--- config.mk ---
export PLATFORM = sky130hd
export DESIGN_NAME = video_pointer_ctrl
export DESIGN_NICKNAME = d
export VERILOG_FILES = /design/src/rtl/video_pointer_ctrl.sv
export SDC_FILE = /design/constraint.sdc
export NUM_CORES = 1
export LEC_CHECK = 0
export CORE_UTILIZATION = 40
export DETAILED_ROUTE_END_ITERATION = 10
export PLACE_DENSITY = 0.74
export REMOVE_ABC_BUFFERS = 1
export SLEW_MARGIN = 20
export SYNTH_ARGS = -nofsm -noshare
export SYNTH_HDL_FRONTEND = slang
export SYNTH_SLANG_ARGS = --single-unit
--- constraint.sdc ---
create_clock -name clk -period 8.75 [get_ports clk]
set_input_delay 2.625 -clock clk [delete_from_list [all_inputs] [get_ports clk]]
set_output_delay 2.625 -clock clk [all_outputs]
set_load 0.01 [all_outputs]
--- src/rtl/video_pointer_ctrl.sv ---
// Hardware pointer overlay: double-buffered position registers, hit test, sprite RAM arbiter.
// Hotspot offset is built only when VIDEO_POINTER_HOTSPOT_EN is defined.
module video_pointer_ctrl (
  input  logic        clk,
  input  logic        rst_n,
  input  logic [15:0] x,
  input  logic [15:0] y,
  input  logic        visible,
  input  logic        frame_start,
  input  logic        reg_wr,
  input  logic [1:0]  reg_addr,
  input  logic [15:0] reg_wdata,
  output logic [15:0] reg_rdata,
  input  logic        spr_req,
  input  logic [9:0]  spr_addr,
  input  logic [12:0] spr_wdata,
  output logic        spr_ack,
  output logic [9:0]  ram_addr,
  output logic        ram_we,
  output logic [12:0] ram_wdata,
  output logic [4:0]  pointer_x,
  output logic [4:0]  pointer_y,
  output logic        pointer_active
);

  typedef enum logic {VIDEO, CPU} arb_t;

  logic [15:0] pos_x_p, pos_y_p, pos_x_l, pos_y_l;
  logic [15:0] pos_x_n, pos_y_n;
  logic        en_p, en_l, en_n;
  logic [4:0]  hx_p, hy_p, hx_l, hy_l, hx_n, hy_n;
  logic [15:0] rd_n;
  logic [15:0] ex, ey, dx, dy;
  logic        hit;
  logic        armed;
  arb_t        state;

  always_comb begin
    pos_x_n = pos_x_p;
    pos_y_n = pos_y_p;
    en_n    = en_p;
    hx_n    = hx_p;
    hy_n    = hy_p;
    if (reg_wr) begin
      unique case (reg_addr)
        2'd0: pos_x_n = reg_wdata;
        2'd1: pos_y_n = reg_wdata;
        2'd2: en_n    = reg_wdata[0];
        2'd3: begin
`ifdef VIDEO_POINTER_HOTSPOT_EN
          hx_n = reg_wdata[4:0];
          hy_n = reg_wdata[12:8];
`endif
        end
        default: ;
      endcase
    end
  end

  always_comb begin
    rd_n = '0;
    unique case (reg_addr)
      2'd0: rd_n = pos_x_p;
      2'd1: rd_n = pos_y_p;
      2'd2: rd_n = {15'd0, en_p};
      2'd3: rd_n = {3'd0, hy_p, 3'd0, hx_p};
      default: rd_n = '0;
    endcase
  end

  // Modulo-2^16 differences make a pointer clipped at left/top still hit.
  assign ex  = pos_x_l - {11'd0, hx_l};
  assign ey  = pos_y_l - {11'd0, hy_l};
  assign dx  = x - ex;
  assign dy  = y - ey;
  assign hit = visible & en_l & (dx[15:5] == '0) & (dy[15:5] == '0);

  always_ff @(posedge clk or negedge rst_n) begin
    if (!rst_n) begin
      pos_x_p        <= '0;
      pos_y_p        <= '0;
      en_p           <= 1'b0;
      hx_p           <= '0;
      hy_p           <= '0;
      pos_x_l        <= '0;
      pos_y_l        <= '0;
      en_l           <= 1'b0;
      hx_l           <= '0;
      hy_l           <= '0;
      reg_rdata      <= '0;
      pointer_active <= 1'b0;
      pointer_x      <= '0;
      pointer_y      <= '0;
      armed          <= 1'b0;
    end else begin
      pos_x_p        <= pos_x_n;
      pos_y_p        <= pos_y_n;
      en_p           <= en_n;
      hx_p           <= hx_n;
      hy_p           <= hy_n;
      if (frame_start) begin
        pos_x_l <= pos_x_n;
        pos_y_l <= pos_y_n;
        en_l    <= en_n;
        hx_l    <= hx_n;
        hy_l    <= hy_n;
      end
      reg_rdata      <= rd_n;
      pointer_active <= hit;
      if (hit) begin
        pointer_x <= dx[4:0];
        pointer_y <= dy[4:0];
      end
      armed          <= 1'b1;
    end
  end

  // armed drops asynchronously, so a pending CPU write is never acked in reset.
  assign state = pointer_active ? VIDEO : CPU;

  always_comb begin
    ram_addr  = '0;
    ram_we    = 1'b0;
    ram_wdata = '0;
    spr_ack   = 1'b0;
    unique case (state)
      VIDEO: ram_addr = {pointer_y, pointer_x};
      CPU: begin
        if (spr_req && armed) begin
          ram_addr  = spr_addr;
          ram_wdata = spr_wdata;
          ram_we    = 1'b1;
          spr_ack   = 1'b1;
        end
      end
      default: ;
    endcase
  end

endmodule

==> reports/results.tsv, run 1 <==
stage	metric	value	unit
run_status	status	completed	
clock_tree	ctsRootBufferMaster	clkbuf_16	
place	port-buffer-count	130	
yosys	yosysMostFrequentCell	dfrtp_1	
yosys	synth-seq-area-share	41.0	%
place	place_inst	869	
worst_setup_path	crit_fanout	25	
clock_tree	cts-htree-levels	3	
yosys	ys_warn_count	0	
worst_setup_path	worst_path_max_delay_cell	clkdlybuf4s50_1	
timing	fin_skew	0.00762	ns
die	dieWidth	122	um
drt	drt_iter0_drc	327	
clock_tree	cts_resized	0	
die	num_io_pins	131	
place	place_worst_setup_slack	1.94	ns
timing	finalMaxSlewViolations	0	
grt	use_met3	2.76	%
clock_tree	path_clk_slew	0.06	ns
grt	grt_antenna_before_repair	0	
grt	grt_pass1_wl	24800	um
grt	grt_max_degree	65	
finish	drive_gt1_share	11.2	%
clock_tree	clock_latency	0.34	ns
grt	first_global_vias	4813	
finish	fillCellCount	1246	
timing	tightest_slew	0.994	ns
yosys	synthFlopType	dfrtp_1	
drt	wl	15400	um
die	coreArea	0.0139	mm^2
grt	grt_use_met1	29.9	%
clock_tree	cts_max_path_buffers	2	
worst_setup_path	rrSetupSlack	5.23	ns
worst_setup_path	cp_top_family	buffers and inverters	
yosys	syn_inst	580	
hold_path	worstHoldPathType	flop to flop	
worst_setup_path	cpMostUsedCell	clkdlybuf4s50_1	
clock_tree	cts_buffers	9	
yosys	async_flop_share	100	%
die	die_h	122	um
yosys	synth_area_leaders	dfrtp_1 (41%), mux2_2 (7.9%), ha_1 (6.5%)	
place	dp_hpwl	12000	um
grt	track_usage	21.6	%
drt	drc	0	
yosys	synthDominantCellAreaShare	41.0	%
worst_setup_path	crit_path_max_incr_delay	0.54	ns
drt	antenna_violating_nets_post_route	0	
power	peakVddDrop	0.114	mV
die	rows	43	
yosys	synth.avg_cell_area	9.89	um^2
hold_path	hp-start	pos_x_p[15]	
timing	relSlewSlack	33.5	%
finish	nets	811	
finish	syn_to_final_growth	30.0	%
power	power_density	198	mW/mm^2
worst_setup_path	critPathLaunchType	input port	
yosys	synth_commonest_cells	dfrtp_1 (94), inv_1 (47), nand2_1 (46)	
timing	rsz0062_at_grt	no	
grt	overflow	0	
drt	vias_per_cell	5.39	
worst_setup_path	path_class	input port to primary output	
worst_setup_path	crit_required	6.12	ns
worst_setup_path	cp_data_arrival_time	4.18	ns
worst_setup_path	critical_path_buf_inv_count	3	
die	initial_core_util	41.2	%
die	dieArea	0.0148	mm^2
flow_run	maxCapViolations	0	
timing	hold_viol	0	
place	place.gp.congestion	0.879	
timing	finalSetupViolCount	0	
worst_setup_path	cp-end-kind	primary output	
yosys	synth_area_leader_cell	dfrtp_1	
yosys	synth_edf_count	0	
worst_setup_path	crit_path_start	spr_req	
drt	wire_per_inst	17.4	um
clock_tree	post_cts_buffers	0	
grt	top_usage_layer	met2	
finish	diodes	0	
clock_tree	holdBufCountCts	0	
timing	fin_ws	1.94	ns
finish	post_layout_nonfiller_instances	884	
timing	min_period	6.81	ns
clock_tree	cts_tree	done	
yosys	yosysUniqueCellTypes	76	
yosys	ys_ff_latch	94	
timing	tns	0	ns
worst_setup_path	reg2reg_from	pos_x_l[7]	
timing	period_share	77.8	%
clock_tree	clock_sinks	94	
grt	gr-usage-met2	36.0	%
worst_setup_path	path_cells	clkdlybuf4s50_1, nand2_1, nor2_1, buf_4, and2_1, clkdlybuf4s50_1	
yosys	syn_area	0.00573	mm^2
timing	fmax	0.147	GHz
drt	drt_pass1_iterations	5	
power	p_leak	3.26	nW
drt	vias	4761	
[cells by family after synthesis]
kind of cell    after synthesis  share of synthesized area (%)
other cells                   1                         0.0654
compound gates              136                           16.3
simple gates                161                           14.4
fa+ha+maj                    32                           7.24
buf+inv                      73                           5.56
flops                        94                           41.0
mux                          72                           13.7
xor+xnor                     11                           1.81
[registers in the layout, summed over array words and instances (netlist names)]
signal	flops
armed	1
pos_y_p	16
en_l	1
pos_x_l	16
pointer_y	5
en_p	1
pointer_active	1
reg_rdata	16
pointer_x	5
pos_x_p	16
pos_y_l	16
[cell type report]
type,count,area [um^2],area share [%]
multi-input cells,413,3070,41.2
flip-flops and latches,94,2350,31.6
inverters,47,176,2.37
clock buffers,12,256,3.44
repair buffers,135,1330,17.9
well taps,180,225,3.02
clock inverters,3,43.8,0.588
[cells in the final DEF (no fill, tap or decap), drive strengths merged, types with 8 or more instances in the layout]
cell           Yosys  layout
a21oi             31      31
a22o              10      10
and2              14      14
clkbuf            15      12
clkdlybuf4s50      0     128
dfrtp             94      94
ha                30      30
inv               47      47
mux2              47      47
mux2i             25      25
nand2             46      46
nand3             11      11
nor2              41      41
o21ai             40      40
xnor2              8       8
[stage by stage]
step | util (%) | power [mW] | hold WS [ns] | instance area (um^2)
floorplan | - | 0.888 | 0.472 | 5590
global placement | 51.3 | 1.06 | 0.486 | 7150
detailed placement | 51.3 | 1.08 | 0.505 | 7150
CTS | 53.5 | 1.48 | 0.518 | 7450
global route | 53.5 | 1.57 | 0.538 | 7450
finish | 53.5 | 1.47 | 0.512 | 7450
[power by group]
group	total (mW)	switching [mW]	leakage (nW)	internal, mW
Combinational	0.547	0.300	1.96	0.247
Sequential	0.531	0.0291	1.15	0.502
Clock	0.395	0.159	0.149	0.236
Total	1.47	0.488	3.26	0.984
[final timing paths]
check,endpoint,depth (start not counted)
min in group asynchronous,pos_y_p[11],1
max,ram_wdata[10],6
max reg2reg,pointer_y[2],10
max in group asynchronous,pointer_x[4],2
min,reg_rdata[15],2
min reg2reg,reg_rdata[15],2
[tightest hold or removal path: stages (launching register included)]
cell and delay, ns:
dfrtp_1 0.34, mux2i_1 0.06, nor2_1 0.07
[per-layer routing]
| layer | routed length [um] | share of wire [%] | vias to the layer above |
|---|---|---|---|
| li1 | - | - | 2298 |
| met1 | 7280 | 47 | 2328 |
| met5 | 0 | 0 | - |
| met2 | 7390 | 48 | 121 |
| met3 | 567 | 3.7 | 14 |
| met4 | 171 | 1.1 | 0 |
(Power assumes the default switching activity.)
==> run 2: changes to the inputs <==
--- a/config.mk
+++ b/config.mk
@@ -7,7 +7,7 @@
 export LEC_CHECK = 0
 export CORE_UTILIZATION = 40
 export DETAILED_ROUTE_END_ITERATION = 10
-export PLACE_DENSITY = 0.74
+export PLACE_DENSITY = 0.77
 export REMOVE_ABC_BUFFERS = 1
 export SLEW_MARGIN = 20
 export SYNTH_ARGS = -nofsm -noshare
==> constraint.sdc (replaced) <==
create_clock -name clk -period 5.6 [get_ports clk]
set_input_delay 1.68 -clock clk [delete_from_list [all_inputs] [get_ports clk]]
set_output_delay 1.68 -clock clk [all_outputs]
set_load 0.01 [all_outputs]
==> reports/results.tsv, run 2 (same netlist as run 1, synthesis figures left out) <==
stage	metric	value	unit
worst_setup_path	path_class	input port to primary output	
grt	grt_pass1_wl	24300	um
clock_tree	holdBufCountCts	0	
clock_tree	cts_resized	0	
grt	overflow	0	
power	total_power	2.27	mW
power	peakVddDrop	0.151	mV
timing	fin_ws	0.668	ns
timing	finalSetupViolCount	0	
finish	seqCellArea	0.00235	mm^2
grt	grt_max_degree	52	
drt	vias	4793	
power	power_density	304	mW/mm^2
drt	drt_pass1_iterations	5	
timing	period_share	88.1	%
clock_tree	cts_max_path_buffers	2	
clock_tree	path_clk_slew	0.06	ns
die	initial_core_util	41.2	%
finish	final_common_cell	clkdlybuf4s50_1	
die	dieWidth	122	um
finish	fillCellCount	1264	
die	rows	43	
drt	antenna_violating_nets_post_route	0	
clock_tree	cts_buffers	9	
drt	wl	15200	um
worst_setup_path	crit_fanout	25	
worst_setup_path	cp-end-kind	primary output	
timing	rsz0062_at_grt	no	
finish	syn_to_final_growth	30.0	%
worst_setup_path	crit_required	3.92	ns
die	num_io_pins	131	
timing	hold_viol	0	
hold_path	worstHoldPathType	flop to flop	
power	p_leak	3.25	nW
grt	track_usage	21.5	%
timing	relSlewSlack	41.7	%
clock_tree	cts_tree	done	
timing	tns	0	ns
clock_tree	post_cts_buffers	0	
worst_setup_path	r2r_cells	10	
place	place.gp.congestion	0.929	
timing	fin_skew	0.00756	ns
finish	diodes	0	
run_status	status	completed	
die	die_h	122	um
drt	wire_per_inst	17.1	um
timing	min_period	4.93	ns
place	postPlaceCellArea	0.00718	mm^2
finish	multiInputGateArea	0.00307	mm^2
finish	final_area	0.00746	mm^2
grt	first_global_vias	4715	
hold_path	min_path_cells	2	
timing	tightest_slew	0.871	ns
grt	grt_antenna_before_repair	0	
worst_setup_path	critPathLaunchType	input port	
worst_setup_path	cp_data_arrival_time	3.25	ns
clock_tree	clock_latency	0.35	ns
finish	final_cell_mix	clkdlybuf4s50_1 (128), dfrtp_1 (94), inv_1 (47), nand2_1 (46), nor2_1 (41)	
place	dp_hpwl	11900	um
timing	finalMaxSlewViolations	0	
drt	drc	0	
clock_tree	clock_sinks	94	
place	place_worst_setup_slack	0.472	ns
place	port-buffer-count	130	
clock_tree	ctsRootBufferMaster	clkbuf_16	
drt	vias_per_cell	5.40	
die	coreArea	0.0139	mm^2
finish	nets	814	
flow_run	maxCapViolations	0	
finish	drive_gt1_share	11.4	%
drt	drt_iter0_drc	294	
die	dieArea	0.0148	mm^2
timing	fmax	0.203	GHz
clock_tree	cts-htree-levels	3	
-- run 2: cell count changes in the layout (fill, tap and decap cells not counted) --
| cell | previous run | this run |
|---|---|---|
| clkbuf_1 | 1 | 3 |
| buf_4 | 6 | 9 |
| clkinvlp_4 | 0 | 1 |
| bufinv_16 | 1 | 0 |
| clkinv_2 | 1 | 0 |
-- run 2: critical path: stages --
cell             delay (ns)
clkdlybuf4s50_1        0.46
nand2_1                0.05
nor2_1                 0.08
buf_4                  0.25
and2_1                 0.18
clkdlybuf4s50_1        0.54
-- run 2: area by class of cell --
cell class              count  share of cell area [%]
multi-input cells         413                    41.1
flip-flops and latches     94                    31.5
repair buffers            138                    18.2
clock buffers              14                    3.54
well taps                 180                    3.02
inverters                  47                    2.37
clock inverters             2                   0.218
-- run 2: power breakdown --
part,internal [mW],switching [mW],total [mW]
logic,0.390,0.470,0.860
registers,0.784,0.0439,0.828
clock network,0.327,0.252,0.579
total,1.50,0.767,2.27
-- run 2: per-layer routing --
metal	up-vias	GRT usage [%]	wire length, um
met5	-	0	0
met4	0	6.02	215
met3	18	3.00	559
met2	125	34.8	7250
met1	2352	29.9	7190
li1	2298	-	-
-- run 2: path summary, 6_finish.rpt --
path / start / slack (ns) / to
setup / recovery: spr_req / 0.67 / ram_wdata[8]
hold / removal: pos_x_p[12] / 0.51 / reg_rdata[12]
setup reg to reg: pos_x_l[11] / 2.24 / pointer_y[3]
hold reg to reg: pos_x_p[12] / 0.51 / reg_rdata[12]
max in group asynchronous: rst_n / 3.23 / pos_y_p[3]
min in group asynchronous: rst_n / 1.35 / reg_rdata[11]
-- run 2: through the flow --
step | util, % | cells | hold slack, ns
after global routing | 53.5 | 888 | 0.537
after floorplan | - | 554 | 0.472
final | 53.5 | 888 | 0.514
after global placement | 51.5 | 872 | 0.483
after CTS | 53.5 | 888 | 0.518
after detailed placement | 51.5 | 872 | 0.502
==> run 3: changes to the inputs <==
--- a/config.mk
+++ b/config.mk
@@ -5,6 +5,7 @@
 export SDC_FILE = /design/constraint.sdc
 export NUM_CORES = 1
 export LEC_CHECK = 0
+export CORE_MARGIN = 2
 export CORE_UTILIZATION = 40
 export DETAILED_ROUTE_END_ITERATION = 10
 export PLACE_DENSITY = 0.77
==> reports/results.tsv, run 3 (same netlist as run 1, synthesis figures left out) <==
stage	metric	value	unit
worst_setup_path	crit_path_max_incr_delay	0.56	ns
place	place.gp.congestion	0.962	
worst_setup_path	cp_data_arrival_time	5.26	ns
finish	nets	814	
worst_setup_path	critical_path_buf_inv_count	3	
grt	grt_max_degree	67	
clock_tree	clock_sinks	94	
clock_tree	post_cts_buffers	0	
clock_tree	cts_tree	done	
drt	antenna_violating_nets_post_route	0	
timing	tightest_slew	0.952	ns
die	dieWidth	124	um
grt	track_usage	21.3	%
worst_setup_path	worst_path_max_delay_cell	and4b_1	
finish	syn_to_final_growth	30.2	%
drt	drc	0	
finish	diodes	0	
finish	fin_util	53.6	%
timing	hold_viol	0	
timing	relSlewSlack	36.3	%
worst_setup_path	critPathLaunchType	input port	
timing	finalSetupViolCount	0	
die	num_io_pins	131	
power	power_density	309	mW/mm^2
grt	first_global_vias	4828	
power	p_leak	3.26	nW
clock_tree	path_clk_slew	0.07	ns
clock_tree	cts_buffers	9	
clock_tree	clock_latency	0.35	ns
place	place_inst	872	
timing	fmax	0.200	GHz
clock_tree	holdBufCountCts	0	
grt	grt_pass1_wl	24800	um
worst_setup_path	path_class	input port to flop	
grt	grt_antenna_before_repair	0	
place	port-buffer-count	130	
die	die_h	124	um
drt	wl	15800	um
timing	whs	0.510	ns
place	dp_hpwl	12500	um
finish	final_area	0.00747	mm^2
clock_tree	cts_max_path_buffers	2	
drt	drt_iter0_drc	281	
worst_setup_path	path_cells	clkdlybuf4s50_1, inv_1, ha_1, fa_1, nor2b_1, o2111a_1, o31a_1, mux2_4, nor4bb_1, nor4b_1, and4b_1, buf_4, mux2i_1	
timing	finalMaxSlewViolations	0	
drt	drt_pass1_iterations	5	
drt	vias_per_cell	5.41	
die	coreArea	0.0139	mm^2
timing	tns	0	ns
worst_setup_path	crit_fanout	9	
worst_setup_path	cp-end-kind	flop	
clock_tree	cts_resized	0	
clock_tree	ctsRootBufferMaster	clkbuf_16	
die	initial_core_util	41.2	%
die	rows	43	
timing	period_share	89.2	%
finish	final_cell_mix	clkdlybuf4s50_1 (128), dfrtp_1 (94), inv_1 (47), nand2_1 (46), nor2_1 (41)	
worst_setup_path	cp_top_family	simple AND/OR/NAND/NOR gates	
power	peakVddDrop	0.161	mV
finish	post_layout_nonfiller_instances	888	
flow_run	maxCapViolations	0	
timing	fin_skew	0.00805	ns
hold_path	worstHoldPathType	flop to flop	
drt	vias	4802	
place	postPlaceCellArea	0.00718	mm^2
run_status	status	completed	
timing	min_period	4.99	ns
finish	final_common_cell	clkdlybuf4s50_1	
clock_tree	cts-htree-levels	3	
finish	drive_gt1_share	11.6	%
grt	overflow	0	
die	dieArea	0.0153	mm^2
drt	wire_per_inst	17.8	um
worst_setup_path	crit_required	5.87	ns
timing	rsz0062_at_grt	no	
==> run 3: cell count changes in the layout (fill, tap and decap cells not counted) <==
cell / delta
clkinv_2: +1
clkinvlp_4: +1
clkbuf_8: -2
inv_6: +1
clkbuf_1: -1
clkinv_4: -1
bufinv_16: +1
==> run 3: worst min-delay path, delay by kind of cell (launching register included) <==
kind	cells	cell delay, ns
DFF	1	0.34
and+or+nand+nor	1	0.07
muxes	1	0.06
==> run 3: final timing paths <==
path                            startpoint       endpoint  slack, ns  cells after the start
min in group asynchronous            rst_n  reg_rdata[11]       1.41                      1
worst max register to register  pos_y_l[0]   pointer_x[1]       2.07                     11
worst max-delay path                  y[0]   pointer_x[1]       0.61                     13
worst min register to register  pos_x_p[9]   reg_rdata[9]       0.51                      2
worst min-delay path            pos_x_p[9]   reg_rdata[9]       0.51                      2
max in group asynchronous            rst_n    pos_y_l[10]       3.30                      2
==> run 3: cell type report <==
class	count	area, um^2
fill	1204	6470
multi-input combinational	413	3070
sequential	94	2350
timing repair buffer	138	1350
clock buffer	11	233
tap	180	225
inverter	47	176
clock inverter	5	58.8
==> run 3: through the flow <==
stage / setup slack, ns / power (mW)
final: 0.607 / 2.31
after global routing: 0.490 / 2.44
after CTS: 0.675 / 2.31
after detailed placement: 0.326 / 1.70
after global placement: 0.527 / 1.68
after floorplan: 1.07 / 1.39
==> run 3: report_power, final <==
part / internal, mW / switching, mW / leakage [nW]
registers: 0.784 / 0.0453 / 1.15
clock network: 0.347 / 0.261 / 0.136
logic: 0.390 / 0.479 / 1.97
total: 1.52 / 0.785 / 3.26
==> run 3: routing by layer <==
metal / track usage, % / share of wire, %
met1: 29.3 / 46
met2: 34.3 / 48
met3: 3.80 / 4.6
met4: 6.75 / 1.7
met5: 0 / 0
